[src/rtl/sha256_message_schedule_pkg.sv]
// Shared constants and types for the SHA-256 message schedule expander.
// Word width, schedule length, window depth and the small-sigma rotate/shift amounts.
package sha256_message_schedule_pkg;

    localparam int WORD_W       = 32;
    localparam int SCHED_LEN    = 64;
    localparam int WINDOW_DEPTH = 16;
    localparam int IDX_W        = 6;
    localparam int BLOCK_W      = WORD_W * WINDOW_DEPTH;

    localparam int SIG0_ROT_A = 7;
    localparam int SIG0_ROT_B = 18;
    localparam int SIG0_SHR   = 3;
    localparam int SIG1_ROT_A = 17;
    localparam int SIG1_ROT_B = 19;
    localparam int SIG1_SHR   = 10;

    typedef enum logic {
        IDLE = 1'b0,
        RUN  = 1'b1
    } scheduleState_t;

endpackage

[src/rtl/sha256_small_sigma.sv]
// SHA-256 small sigma: rotr(rotA) ^ rotr(rotB) ^ shr(shr), purely combinational wiring plus XOR.
module sha256_small_sigma
    import sha256_message_schedule_pkg::*;
#(
    parameter int rotA = SIG0_ROT_A,
    parameter int rotB = SIG0_ROT_B,
    parameter int shr  = SIG0_SHR
) (
    input  logic [WORD_W-1:0] x,
    output logic [WORD_W-1:0] y
);

    logic [WORD_W-1:0] rotTermA;
    logic [WORD_W-1:0] rotTermB;
    logic [WORD_W-1:0] shrTerm;

    assign rotTermA = (x >> rotA) | (x << (WORD_W - rotA));
    assign rotTermB = (x >> rotB) | (x << (WORD_W - rotB));
    assign shrTerm  = x >> shr;

    assign y = rotTermA ^ rotTermB ^ shrTerm;

endmodule

[src/rtl/sha256_message_schedule.sv]
// Expands one 512-bit block into W0..W63 through a 16-word sliding window,
// streaming one word per accepted cycle with valid/ready on both sides.
//
// state | meaning
// IDLE  | waiting for a block; blockReady high
// RUN   | streaming window[0] as W[index]; wValid high
module sha256_message_schedule
    import sha256_message_schedule_pkg::*;
(
    input  logic                 clock,
    input  logic                 resetN,
    input  logic [BLOCK_W-1:0]   blockIn,
    input  logic                 blockValid,
    output logic                 blockReady,
    output logic [WORD_W-1:0]    wOut,
    output logic [IDX_W-1:0]     wIndex,
    output logic                 wLast,
    output logic                 wValid,
    input  logic                 wReady
);

    localparam logic [IDX_W-1:0] LAST_IDX = IDX_W'(SCHED_LEN - 1);

    scheduleState_t    state;
    logic [IDX_W-1:0]  index;
    logic [WORD_W-1:0] window [WINDOW_DEPTH];
    logic [WORD_W-1:0] sigma0;
    logic [WORD_W-1:0] sigma1;
    logic [WORD_W-1:0] nextWord;

    sha256_small_sigma #(
        .rotA (SIG0_ROT_A),
        .rotB (SIG0_ROT_B),
        .shr  (SIG0_SHR)
    ) uSigma0 (
        .x (window[1]),
        .y (sigma0)
    );

    sha256_small_sigma #(
        .rotA (SIG1_ROT_A),
        .rotB (SIG1_ROT_B),
        .shr  (SIG1_SHR)
    ) uSigma1 (
        .x (window[14]),
        .y (sigma1)
    );

    // Computed on every shift; words produced past W63 are simply never emitted.
    assign nextWord = sigma1 + window[9] + sigma0 + window[0];

    always_ff @(posedge clock) begin
        if (!resetN) begin
            state <= IDLE;
            index <= '0;
            for (int i = 0; i < WINDOW_DEPTH; i++) begin
                window[i] <= '0;
            end
        end else begin
            case (state)
                IDLE: begin
                    if (blockValid) begin
                        for (int i = 0; i < WINDOW_DEPTH; i++) begin
                            window[i] <= blockIn[BLOCK_W-1-WORD_W*i -: WORD_W];
                        end
                        index <= '0;
                        state <= RUN;
                    end
                end
                RUN: begin
                    if (wReady) begin
                        for (int i = 0; i < WINDOW_DEPTH - 1; i++) begin
                            window[i] <= window[i+1];
                        end
                        window[WINDOW_DEPTH-1] <= nextWord;
                        if (index == LAST_IDX) begin
                            index <= '0;
                            state <= IDLE;
                        end else begin
                            index <= index + IDX_W'(1);
                        end
                    end
                end
                default: state <= IDLE;
            endcase
        end
    end

    assign blockReady = (state == IDLE);
    assign wValid     = (state == RUN);
    assign wOut       = window[0];
    assign wIndex     = index;
    assign wLast      = (index == LAST_IDX);

endmodule
[config.mk]
export PLATFORM = sky130hd
export DESIGN_NAME = sha256_message_schedule
export DESIGN_NICKNAME = d
export VERILOG_FILES = /design/src/rtl/sha256_message_schedule_pkg.sv /design/src/rtl/sha256_small_sigma.sv /design/src/rtl/sha256_message_schedule.sv
export SDC_FILE = /design/constraint.sdc
export NUM_CORES = 1
export LEC_CHECK = 0
export ABC_AREA = 1
export ABC_CLOCK_PERIOD_IN_PS = 15650
export CAP_MARGIN = 10
export CORE_ASPECT_RATIO = 0.5
export CORE_MARGIN = 5
export CORE_UTILIZATION = 35
export CTS_BUF_LIST = sky130_fd_sc_hd__clkbuf_8 sky130_fd_sc_hd__clkbuf_16
export CTS_CLUSTER_SIZE = 30
export DETAILED_ROUTE_END_ITERATION = 10
export PLACE_DENSITY_LB_ADDON = 0.2
export SLEW_MARGIN = 20
export SYNTH_ARGS = -nofsm -noshare
export SYNTH_HDL_FRONTEND = slang
export SYNTH_SLANG_ARGS = --single-unit
[constraint.sdc]
create_clock -name clock -period 15.65 [get_ports clock]
set_clock_uncertainty 0.15 [all_clocks]
set_input_delay 3.13 -clock clock [delete_from_list [all_inputs] [get_ports clock]]
set_output_delay 3.13 -clock clock [all_outputs]
set_load 0.03 [all_outputs]
## Word level (Yosys, flattened, before mapping)

Memories as Yosys holds them, arrays and structs flattened.
Index checks and enable logic that the tools add are counted.

| storage, ports and cells | value |
|---|---|
| flip-flop bits (word level) | 7 |
| memory bits (writable) | 512 |
| input bits | 516 |
| output and inout port bits | 41 |
| logic and storage cells | 100 |
| memories kept | 1 |

Memory list:

| name | depth | bits a word | read ports | clocked after Yosys merged registers in | wr ports | RTL line | RTL |
|---|---|---|---|---|---|---|---|
| window | 16 | 32 | 16 | 0 | 16 | sha256_message_schedule.sv:26 | `logic [WORD_W-1:0] window [WINDOW_DEPTH];` |

| cells by class | value |
|---|---|
| $add $sub $neg | 4 |
| equality and inequality tests | 3 |
| multiplexer cells | 48 |
| bitwise operators | 41 |
| reduce and logical (&&, ||, !) cells | 1 |

Operators with widths:

| cell | number |
|---|---|
| two-way mux 32 bit | 32 |
| adder 32 bit | 3 |
| bitwise XOR 32 bit | 2 |
| bitwise OR 1 bit | 32 |
| bitwise OR 13 x 32 -> 32 bit | 1 |
| bitwise OR 14 x 32 -> 32 bit | 1 |
| bitwise OR 15 x 32 -> 32 bit | 1 |
| bitwise OR 25 x 32 -> 32 bit | 1 |
| bitwise XOR 32 x 22 -> 32 bit | 1 |
| bitwise XOR 32 x 29 -> 32 bit | 1 |
| two-way mux 6 bit | 3 |
| one-hot mux 6 bit (2 select lines) | 1 |
| two-way mux 1 bit | 11 |
| adder 6 x 1 -> 6 bit, second input constant | 1 |
| == test 6 bit, second input constant | 1 |
| != test 2 bit, second input constant | 2 |
| one-hot mux 1 bit (2 select lines) | 1 |
| AND reduction 2 bit | 1 |
| NOT 1 bit | 1 |

## Logic depth before layout (Yosys ltp)

Gate-level depths: netlist of the first run.
An unclocked memory read counts as a cell.

| logic depth | value |
|---|---|
| depth after elaboration | 8 |
| depth in mapped cells | 20 |
| gate-level depth less buffers | 20 |

## Hierarchy

A second synthesis of the first run with hierarchy kept.

| second synthesis, totals | value |
|---|---|
| cells, all modules | 2859 |
| area, all modules | 27874.2 µm² |

Modules (own cells, without submodules):

| module | instances | cells an instance | area each (µm²) |
|---|---|---|---|
| sha256_message_schedule | 1 | 2477 | 26311.5 |
| sha256_small_sigma at uSigma0 | 1 | 209 | 835.8 |
| sha256_small_sigma at uSigma1 | 1 | 173 | 726.9 |

## Worst setup path before layout of the first run

Ideal clock, no wire load.

| timing | value |
|---|---|
| path kind | input -> register |
| start | input wReady |
| end | memory window[3][4] (netlist: window[0][100]), enable pin |
| setup time | 1.765 ns |
| data arrival time | 7.482 ns |
| data required time | 13.735 ns |
| setup slack | 6.253 ns |
| stages on the path | 6 |
| cells stage by stage | nand2_2 -> inv_1 -> nor2_2 -> buf_2 -> buf_2 -> nand2_1 |

RTL lines:

| what | RTL line | RTL |
|---|---|---|
| start, declared | sha256_message_schedule.sv:19 | `input logic wReady` |
| end, declared | sha256_message_schedule.sv:26 |  |

==> results_dict.tcl, run 1 <==
set metrics [dict create \
    end_kind "register" \
    overflow 0 \
    dp_slack_ns 8.362 \
    setup_ws_ns 9.015 \
    drive_gt1_share_pct 3.274 \
    synth_area_leaders "edfxtp_1, nand2_1, a22o_1, a21oi_1, fa_1" \
    initial_core_util_pct 35.29 \
    via_count 20900 \
    cts_hold_buf 0 \
    clock-sinks 519 \
    wire_per_inst_microns 24.75 \
    reg2reg_depth 19 \
    htreeDepth 2 \
    slew_headroom_pct 25.83 \
    die_w_microns 404.6 \
    dr.pass1.iters 5 \
    nets 3717 \
    worstMarginPinSlew_ns 1.113 \
    dp_cells 4088 \
    status "finished, final reports clean" \
    dp_hpwl_microns 79840 \
    peakVddDrop_v 0.00008655 \
    port_buffers 556 \
    ys.warnings.count 0 \
    required_ns 15.74 \
    power_density_nw_per_um2 153.1 \
    syn_area_sq_um 27250 \
    syn_to_final_growth_pct 29.15 \
    wl_microns 103900 \
    period_minus_slack_ns 6.635 \
    final_util_pct 45.58 \
    fmax_ghz 0.1507 \
    ys_types 38 \
    antenna_left 0 \
    hp-class "reg -> reg" \
    fin_crit_sh_pct 42.40 \
    internal-power_mw 3.221 \
    gp_congestion 0.9602 \
    worstSetupPathType "in -> reg" \
    min_path_cells 2 \
    track_usage_pct 23.91 \
    place_area_sq_um 33390 \
    p_leak_nw 14.57 \
    tns_ns 0 \
    sw_frac_of_total_pct 40.23 \
    synth_top_area_cell "edfxtp_1" \
    clk_latency_ns 0.62 \
    regToRegStartpoint "window[0][468]$_DFFE_PP_" \
    synth_top_cell_area_share_pct 56.42 \
    dieHeight_microns 207.3 \
    drcViolationCount 0 \
    ctsResizeCount 0 \
    ys_ff_latch 519 \
    clkPwrFrac_pct 23.8 \
    clk_pin_slew_worst_paths_ns 0.07 \
    grt_pass1_vias 20890 \
    syn_nets 3257 \
    rows 72 \
    antenna_found_initial 20 \
    grt_pass1_wl_microns 144800 \
    io_pins 557 \
    worst-endpoint-arrival_ns 6.72 \
    rrSetupSlack_ns 10.85 \
    p_comb_share_pct 41.7 \
    stdcell_count 4198 \
    cp_max_fo 85 \
    setup.worst_path.start "wReady" \
    cts_max_path_buffers 3 \
    maxSlewViolCount 0 \
    power_mw 5.390 \
    switchingPower_mw 2.168 \
    endpoint "window[0][321]$_DFFE_PP_" \
    avgViaCountPerCell 4.979 \
    startpoint_type "input pin" \
    cts_buffers 50 \
    cap_viol_max_count 0 \
    die_area_sq_um 83870 \
    grt_start_max_net_pins 214 \
    root_buffer "clkbuf_16" \
    rsz0062_at_grt "no" \
    finalInstanceArea_sq_um 35190 \
    seq_area_frac_synth_pct 56.94 \
    avgSynthCellArea_sq_um 10.29 \
    synthCells 2647 \
    drtIter0Drc 2240 \
    post_cts_buffers 0 \
    seqPwrFrac_pct 34.5 \
    whs_ns 0.3750 \
    final-setup-viol-count 0 \
    core_area_sq_um 77200 \
    cts_tree "yes" \
    timing.rr.end "window[0][499]$_DFFE_PP_" \
    finalHoldViolCount 0 \
]
## synth_stat cells
| cell type | instances |
|---|---|
| xor2_1 | 64 |
| dfxtp_1 | 7 |
| nand3_1 | 41 |
| clkbuf_1 | 45 |
| nor2_4 | 1 |
| a32oi_1 | 1 |
| buf_1 | 6 |
| a21oi_1 | 253 |
| buf_2 | 69 |
| o21bai_1 | 5 |
| edfxtp_1 | 512 |
| o32ai_1 | 1 |
| o21ai_1 | 5 |
| a211oi_1 | 1 |
| buf_6 | 2 |
| nand2_1 | 787 |
| xnor2_1 | 55 |
| nand3b_1 | 6 |
| ha_1 | 32 |
| nand2_2 | 2 |
| fa_1 | 62 |
| a21o_1 | 2 |
| or2_2 | 1 |
| inv_1 | 302 |
| o22ai_1 | 1 |
| buf_4 | 46 |
| a31oi_1 | 1 |
| a32o_1 | 3 |
| nor2_1 | 49 |
| or2_0 | 1 |
| nor3_1 | 4 |
| nand4_1 | 6 |
| or2_1 | 1 |
| o21ai_0 | 69 |
| nor2_2 | 2 |
| a22o_1 | 198 |
| inv_2 | 2 |
| and2_1 | 2 |
## state kept, by name (all words and copies together) (netlist names)
signal	flops
wIndex	6
window	512
wValid	1
## worst max-delay path, cell delays in order
cell and delay, ns:
clkdlybuf4s50_1 0.49, nand2_2 0.11, inv_1 0.14, nor2_4 0.04
buf_4 0.37, nand2_4 0.57, buf_4 0.77, buf_4 0.93
## area by class of cell
type                       instances  area [sq um]
tap                             1036          1296
inverter                         304          1149
fill                            7316         42010
multi-input combinational       1656          9728
antenna                           16         40.04
sequential                       519         15510
timing repair buffer             576          5781
clock buffer                      50          1251
clock inverter                    41         432.9
## kinds of logic (layout without fill, tap and decap cells)
logic type / Yosys count / count (layout) / share of synthesized area [%]
buffers and inverters: 472 / 971 / 7.508
AND/OR/NAND/NOR: 903 / 903 / 12.89
adder cells (fa/ha/maj): 94 / 94 / 6.024
XOR/XNOR: 119 / 119 / 3.825
other: 0 / 16 / 0
AO/OA/AOI/OAI: 540 / 540 / 12.81
flip-flops: 519 / 519 / 56.94
## metal layers
metal  vias up  share of wire, %  GRT usage [%]
met5         -             0.026              0
met4         4               2.7          7.678
met2       714                48          39.41
met1     10230                43          32.27
met3       120               6.2          4.087
li1       9838                 -              -
## worst min path at each step
stage / from / to
3_3_place_gp: wIndex[5]$_SDFFE_PN0P_ / wIndex[5]$_SDFFE_PN0P_
3_5_place_dp: wIndex[5]$_SDFFE_PN0P_ / wIndex[5]$_SDFFE_PN0P_
5_1_grt: window[0][408]$_DFFE_PP_ / window[0][376]$_DFFE_PP_
2_1_floorplan: window[0][320]$_DFFE_PP_ / window[0][288]$_DFFE_PP_
6_report: wIndex[5]$_SDFFE_PN0P_ / wIndex[5]$_SDFFE_PN0P_
4_1_cts: wIndex[5]$_SDFFE_PN0P_ / wIndex[5]$_SDFFE_PN0P_
## power by group through the flow
stage	Sequential [mW]	Clock (mW)	Combinational [mW]
after global placement	1.89	0	2.17
after detailed placement	1.89	0	2.18
after CTS	1.86	1.30	2.20
after floorplan	1.83	0	1.40
final	1.86	1.28	2.25
after global routing	1.87	1.36	2.48
## cell usage in the layout, fill, tap and decap left out, types with 32 or more instances in the layout
master	instances
nand3_1	41
a21oi_1	253
xor2_1	64
o21ai_0	69
a22o_1	198
edfxtp_1	512
clkdlybuf4s50_1	556
fa_1	62
nor2_1	49
inv_1	313
ha_1	32
nand2_1	783
xnor2_1	55
clkbuf_16	50
Note: power is estimated with default switching activity, not from simulation.
==> run 2: changes to the inputs <==
ABC_CLOCK_PERIOD_IN_PS = 6550   (was 15650)
clock period = 6.55 ns   (was 15.65 ns; I/O delays follow)
==> run 2 against run 1 <==
Net effect:
- clock power increased by 120%
- first-iteration DRC count increased by 3.0%
- cell count decreased by 0.19%
- flip-flop and latch count unchanged
- largest cell class unchanged
==> results_dict.tcl, run 2 (same netlist as run 1, synthesis figures left out) <==
set metrics [dict create \
    status "finished, final reports clean" \
    peakVddDrop_v 0.0002182 \
    antenna_found_initial 12 \
    required_ns 6.71 \
    antenna_left 0 \
    track_usage_pct 24.98 \
    crit_slowest_cell "fa_1" \
    avgViaCountPerCell 5.024 \
    p_leak_nw 14.51 \
    dieHeight_microns 207.3 \
    period_minus_slack_ns 5.012 \
    seqPwrFrac_pct 34.1 \
    dp_hpwl_microns 83850 \
    gp_congestion 0.9936 \
    cp_common_cell "inv_1" \
    core_area_sq_um 77200 \
    worstMarginPinSlew_ns 1.243 \
    final_util_pct 45.42 \
    cts_buffers 49 \
    clock-sinks 519 \
    crit_chain "xnor2_1 > xor2_1 > inv_1 > fa_1 > inv_1 > fa_1 > inv_1 > ha_1 > inv_1 > fa_1 > inv_1 > nand3_1 > nand3_1 > nand2_1 > nand3_1 > nand2_1 > nand2_1 > nor2_1 > o21ai_0" \
    max_stage_delay_ns 0.51 \
    maxSlewViolCount 0 \
    sw_frac_of_total_pct 42.12 \
    initial_core_util_pct 35.29 \
    cap_viol_max_count 0 \
    worstSetupPathType "reg -> reg" \
    power_density_nw_per_um2 370.2 \
    drtIter0Drc 2307 \
    port_buffers 556 \
    clkPwrFrac_pct 22.0 \
    cp_max_fo 4 \
    clk_latency_ns 0.61 \
    tns_ns 0 \
    die_area_sq_um 83870 \
    io_pins 557 \
    dr.pass1.iters 6 \
    wire_per_inst_microns 25.82 \
    slew_headroom_pct 17.10 \
    stdcell_count 4190 \
    top_register "window" \
    ctsResizeCount 0 \
    via_count 21050 \
    cts_hold_buf 0 \
    syn_to_final_growth_pct 28.68 \
    startpoint_type "register" \
    min_path_cells 2 \
    internal-power_mw 7.513 \
    die_w_microns 404.6 \
    drcViolationCount 0 \
    fillers 7414 \
    rows 72 \
    switchingPower_mw 5.467 \
    final_common_cell "nand2_1" \
    fin_crit_sh_pct 76.51 \
    final_cell_mix "nand2_1, clkdlybuf4s50_1, edfxtp_1" \
    grt_pass1_wl_microns 150400 \
    p_comb_share_pct 43.9 \
    grt_start_max_net_pins 218 \
    wl_microns 108200 \
    drive_gt1_share_pct 2.960 \
    fmax_ghz 0.1995 \
    overflow 0 \
    cts_max_path_buffers 3 \
    reg2reg_depth 19 \
    post_cts_buffers 0 \
    finalHoldViolCount 0 \
    dp_cells 4089 \
    worst-endpoint-arrival_ns 5.17 \
    clk_pin_slew_worst_paths_ns 0.07 \
    root_buffer "clkbuf_16" \
    nets 3714 \
    rsz0062_at_grt "no" \
    largest_reg_flops 512 \
    htreeDepth 2 \
    cts_tree "yes" \
    grt_pass1_vias 21240 \
    end_kind "register" \
    hp-class "reg -> reg" \
    final-setup-viol-count 0 \
]
[run 2: cell types whose count changed in the layout (fill, tap and decap cells not counted), moves of 2 or more]
cell       change
diode_2        -4
buf_12         +5
nand2_4        -2
buf_4          -5
clkinv_2       -3
bufinv_16      -4
inv_6          +2
inv_1          +5
nand2_8        +2
buf_16         -2
[run 2: final cells by class]
class / instances / area, sq um / share of cell area [%]
Inverter: 304 / 1149 / 3.276
Antenna cell: 12 / 30.03 / 0.08564
Sequential cell: 519 / 15510 / 44.25
Multi-Input combinational cell: 1656 / 9746 / 27.79
Tap cell: 1036 / 1296 / 3.697
Clock buffer: 49 / 1226 / 3.497
Timing Repair Buffer: 574 / 5788 / 16.51
Clock inverter: 40 / 314.1 / 0.8957
[run 2: layer usage]
metal / track usage [%] / routed length (microns) / up-vias
met1: 33.12 / 45670 / 10390
li1: - / - / 9841
met4: 6.892 / 2837 / 0
met2: 40.98 / 51610 / 697
met5: 0 / 0 / -
met3: 6.149 / 8079 / 125
[run 2: stage by stage]
step,instance area [sq um],power [mW],hold slack [ns],setup slack (ns)
4_1_cts,35030,12.89,0.3902,1.677
2_1_floorplan,27250,7.713,0.3753,1.241
3_3_place_gp,33490,10.02,0.3635,1.712
3_5_place_dp,33490,10.00,0.3802,1.730
6_report,35060,12.98,0.3947,1.539
5_1_grt,35060,13.70,0.4022,1.397
[run 2: final timing paths]
path,slack (ns),end,startpoint
max,1.54,window[0][501]$_DFFE_PP_,window[0][468]$_DFFE_PP_
max reg2reg,1.54,window[0][501]$_DFFE_PP_,window[0][468]$_DFFE_PP_
min,0.39,wIndex[5]$_SDFFE_PN0P_,wIndex[5]$_SDFFE_PN0P_
min reg2reg,0.39,wIndex[5]$_SDFFE_PN0P_,wIndex[5]$_SDFFE_PN0P_
[run 2: power groups by stage]
stage / clock (mW) / combinational, mW / sequential, mW
floorplan: 0 / 3.35 / 4.36
global placement: 0 / 5.53 / 4.48
detailed placement: 0 / 5.52 / 4.48
CTS: 2.91 / 5.56 / 4.42
global route: 3.04 / 6.21 / 4.45
finish: 2.86 / 5.70 / 4.42
[run 2: worst max-delay path: cells and delay by family, from the launching register on]
kind | cells | cell delay (ns)
compound gates | 1 | 0.49
xor+xnor | 2 | 0.69
fa+ha+maj | 4 | 1.72
buf+inv | 5 | 0.46
flops | 1 | 0.49
simple gates | 7 | 0.74
==> run 3: changes to the inputs <==
ABC_CLOCK_PERIOD_IN_PS = 5200   (was 6550)
clock period = 5.2 ns   (was 6.55 ns; I/O delays follow)
==> run 3 against run 2 <==
Net effect:
- sequential share of layout area down 0.20 points
- clock-buffer cell count grew 7
- flip-flop and latch count unchanged
- clock power up 27%
- routed wire length is 1.8% higher
- critical path depth shrank 5
- via count fell by 0.64%
- power is 28% higher
==> results_dict.tcl, run 3 (same netlist as run 1, synthesis figures left out) <==
set metrics [dict create \
    status "finished, final reports clean" \
    overflow 0 \
    place_area_sq_um 33620 \
    rows 72 \
    grt_pass1_wl_microns 152800 \
    wl_microns 110200 \
    grt_pass1_vias 21010 \
    htreeDepth 2 \
    fillers 7315 \
    final_common_cell "nand2_1" \
    hp-start "wIndex[5]$_SDFFE_PN0P_" \
    crit_chain "xnor2_1 > xor2_1 > inv_1 > fa_1 > inv_1 > fa_1 > inv_1 > ha_1 > nand2_1 > nor2_1 > nand2_1 > nand3_1 > xnor2_1 > o21ai_0" \
    drtIter0Drc 2173 \
    power_density_nw_per_um2 470.3 \
    whs_endpoint "wIndex[5]$_SDFFE_PN0P_" \
    timing.rr.end "window[0][490]$_DFFE_PP_" \
    wire_per_inst_microns 26.23 \
    fin_crit_sh_pct 96.20 \
    io_pins 557 \
    rsz0062_at_grt "no" \
    hp-class "reg -> reg" \
    clock-sinks 519 \
    fmax_ghz 0.1999 \
    die_w_microns 404.6 \
    worst-endpoint-arrival_ns 5.12 \
    crit_family "adder cells" \
    max_stage_delay_ns 0.63 \
    dp_hpwl_microns 86160 \
    cts_buffers 49 \
    via_count 20920 \
    final_cell_mix "nand2_1, clkdlybuf4s50_1, edfxtp_1" \
    maxSlewViolCount 0 \
    worstMarginPinSlew_ns 1.181 \
    largest_reg_flops 512 \
    grt_start_max_net_pins 218 \
    worstSetupPathType "reg -> reg" \
    gp_congestion 0.9414 \
    core_area_sq_um 77200 \
    port_buffers 556 \
    cap_viol_max_count 0 \
    ctsResizeCount 0 \
    min_path_cells 2 \
    antenna_left 0 \
    cp_common_cell "inv_1" \
    die_area_sq_um 83870 \
    regToRegStartpoint "window[0][473]$_DFFE_PP_" \
    cts_max_path_buffers 3 \
    nets 3728 \
    reg2reg_depth 14 \
    track_usage_pct 25.49 \
    end_kind "register" \
    clk_pin_slew_worst_paths_ns 0.07 \
    syn_to_final_growth_pct 29.25 \
    final-setup-viol-count 0 \
    crit_buf_inv 3 \
    post_cts_buffers 0 \
    peakVddDrop_v 0.0002757 \
    slew_headroom_pct 21.27 \
    finalInstanceArea_sq_um 35220 \
    required_ns 5.32 \
    startpoint_type "register" \
    top_register "window" \
    crit_slowest_cell "xor2_1" \
    finalHoldViolCount 0 \
    cts_hold_buf 0 \
    initial_core_util_pct 35.29 \
    period_minus_slack_ns 5.002 \
    rrSetupSlack_ns 0.20 \
    drcViolationCount 0 \
    tns_ns 0 \
    drive_gt1_share_pct 3.646 \
    antenna_found_initial 11 \
    dieHeight_microns 207.3 \
    avgViaCountPerCell 4.979 \
    clk_latency_ns 0.62 \
    p_leak_nw 14.60 \
    root_buffer "clkbuf_16" \
    dr.pass1.iters 5 \
    cts_tree "yes" \
    cp_max_fo 5 \
]
## run 3: worst max-delay path by stage
| stage | from | to | depth (start not counted) |
|---|---|---|---|
| floorplan | wReady | window[0][100]$_SDFFCE_PN0P_ | 6 |
| global placement | window[0][466]$_DFFE_PP_ | window[0][490]$_DFFE_PP_ | 14 |
| detailed placement | window[0][466]$_DFFE_PP_ | window[0][490]$_DFFE_PP_ | 14 |
| CTS | window[0][466]$_DFFE_PP_ | window[0][490]$_DFFE_PP_ | 14 |
| global route | window[0][466]$_DFFE_PP_ | window[0][493]$_DFFE_PP_ | 18 |
| finish | window[0][473]$_DFFE_PP_ | window[0][490]$_DFFE_PP_ | 14 |
## run 3: per-stage QoR
step / hold slack [ns] / cells / setup WS (ns) / power, mW / util (%)
6_report: 0.3823 / 4201 / 0.1976 / 16.56 / 45.62
5_1_grt: 0.4095 / 4200 / 0.03929 / 17.50 / 45.62
4_1_cts: 0.3795 / 4190 / 0.1913 / 16.47 / 45.57
3_5_place_dp: 0.3701 / 4103 / 0.2244 / 12.82 / 43.55
3_3_place_gp: 0.3594 / 4103 / 0.08997 / 12.90 / 43.55
2_1_floorplan: 0.3753 / 2647 / 0.1612 / 9.715 / -
## run 3: routing by layer
layer / up-vias / global-route usage, % / share of wire, %
li1: 9852 / - / -
met1: 10330 / 35.26 / 44
met2: 646 / 41.22 / 47
met3: 86 / 5.749 / 7.2
met4: 0 / 5.541 / 1.9
met5: - / 0 / 0
## run 3: cell type report
| cell class | instances | area [sq um] | area share [%] |
|---|---|---|---|
| clock buffers | 56 | 1334 | 3.787 |
| diodes | 11 | 27.53 | 0.07816 |
| repair buffers | 588 | 5918 | 16.80 |
| clock inverters | 31 | 227.7 | 0.6466 |
| multi-input cells | 1656 | 9753 | 27.69 |
| flip-flops and latches | 519 | 15510 | 44.05 |
| inverters | 304 | 1149 | 3.261 |
| well taps | 1036 | 1296 | 3.680 |
## run 3: report_power, final
| part | total, mW | switching [mW] | internal [mW] |
|---|---|---|---|
| clock network | 3.62 | 1.68 | 1.94 |
| registers | 5.58 | 0.369 | 5.21 |
| logic | 7.36 | 5.00 | 2.36 |
## run 3: worst reg2reg max path, cell delays in order, from the launching register on
cell and delay, ns:
edfxtp_1 0.50, xnor2_1 0.23, xor2_1 0.63, inv_1 0.15, fa_1 0.53, inv_1 0.05, fa_1 0.49, inv_1 0.05
ha_1 0.49, nand2_1 0.22, nor2_1 0.33, nand2_1 0.13, nand3_1 0.23, xnor2_1 0.25, o21ai_0 0.25
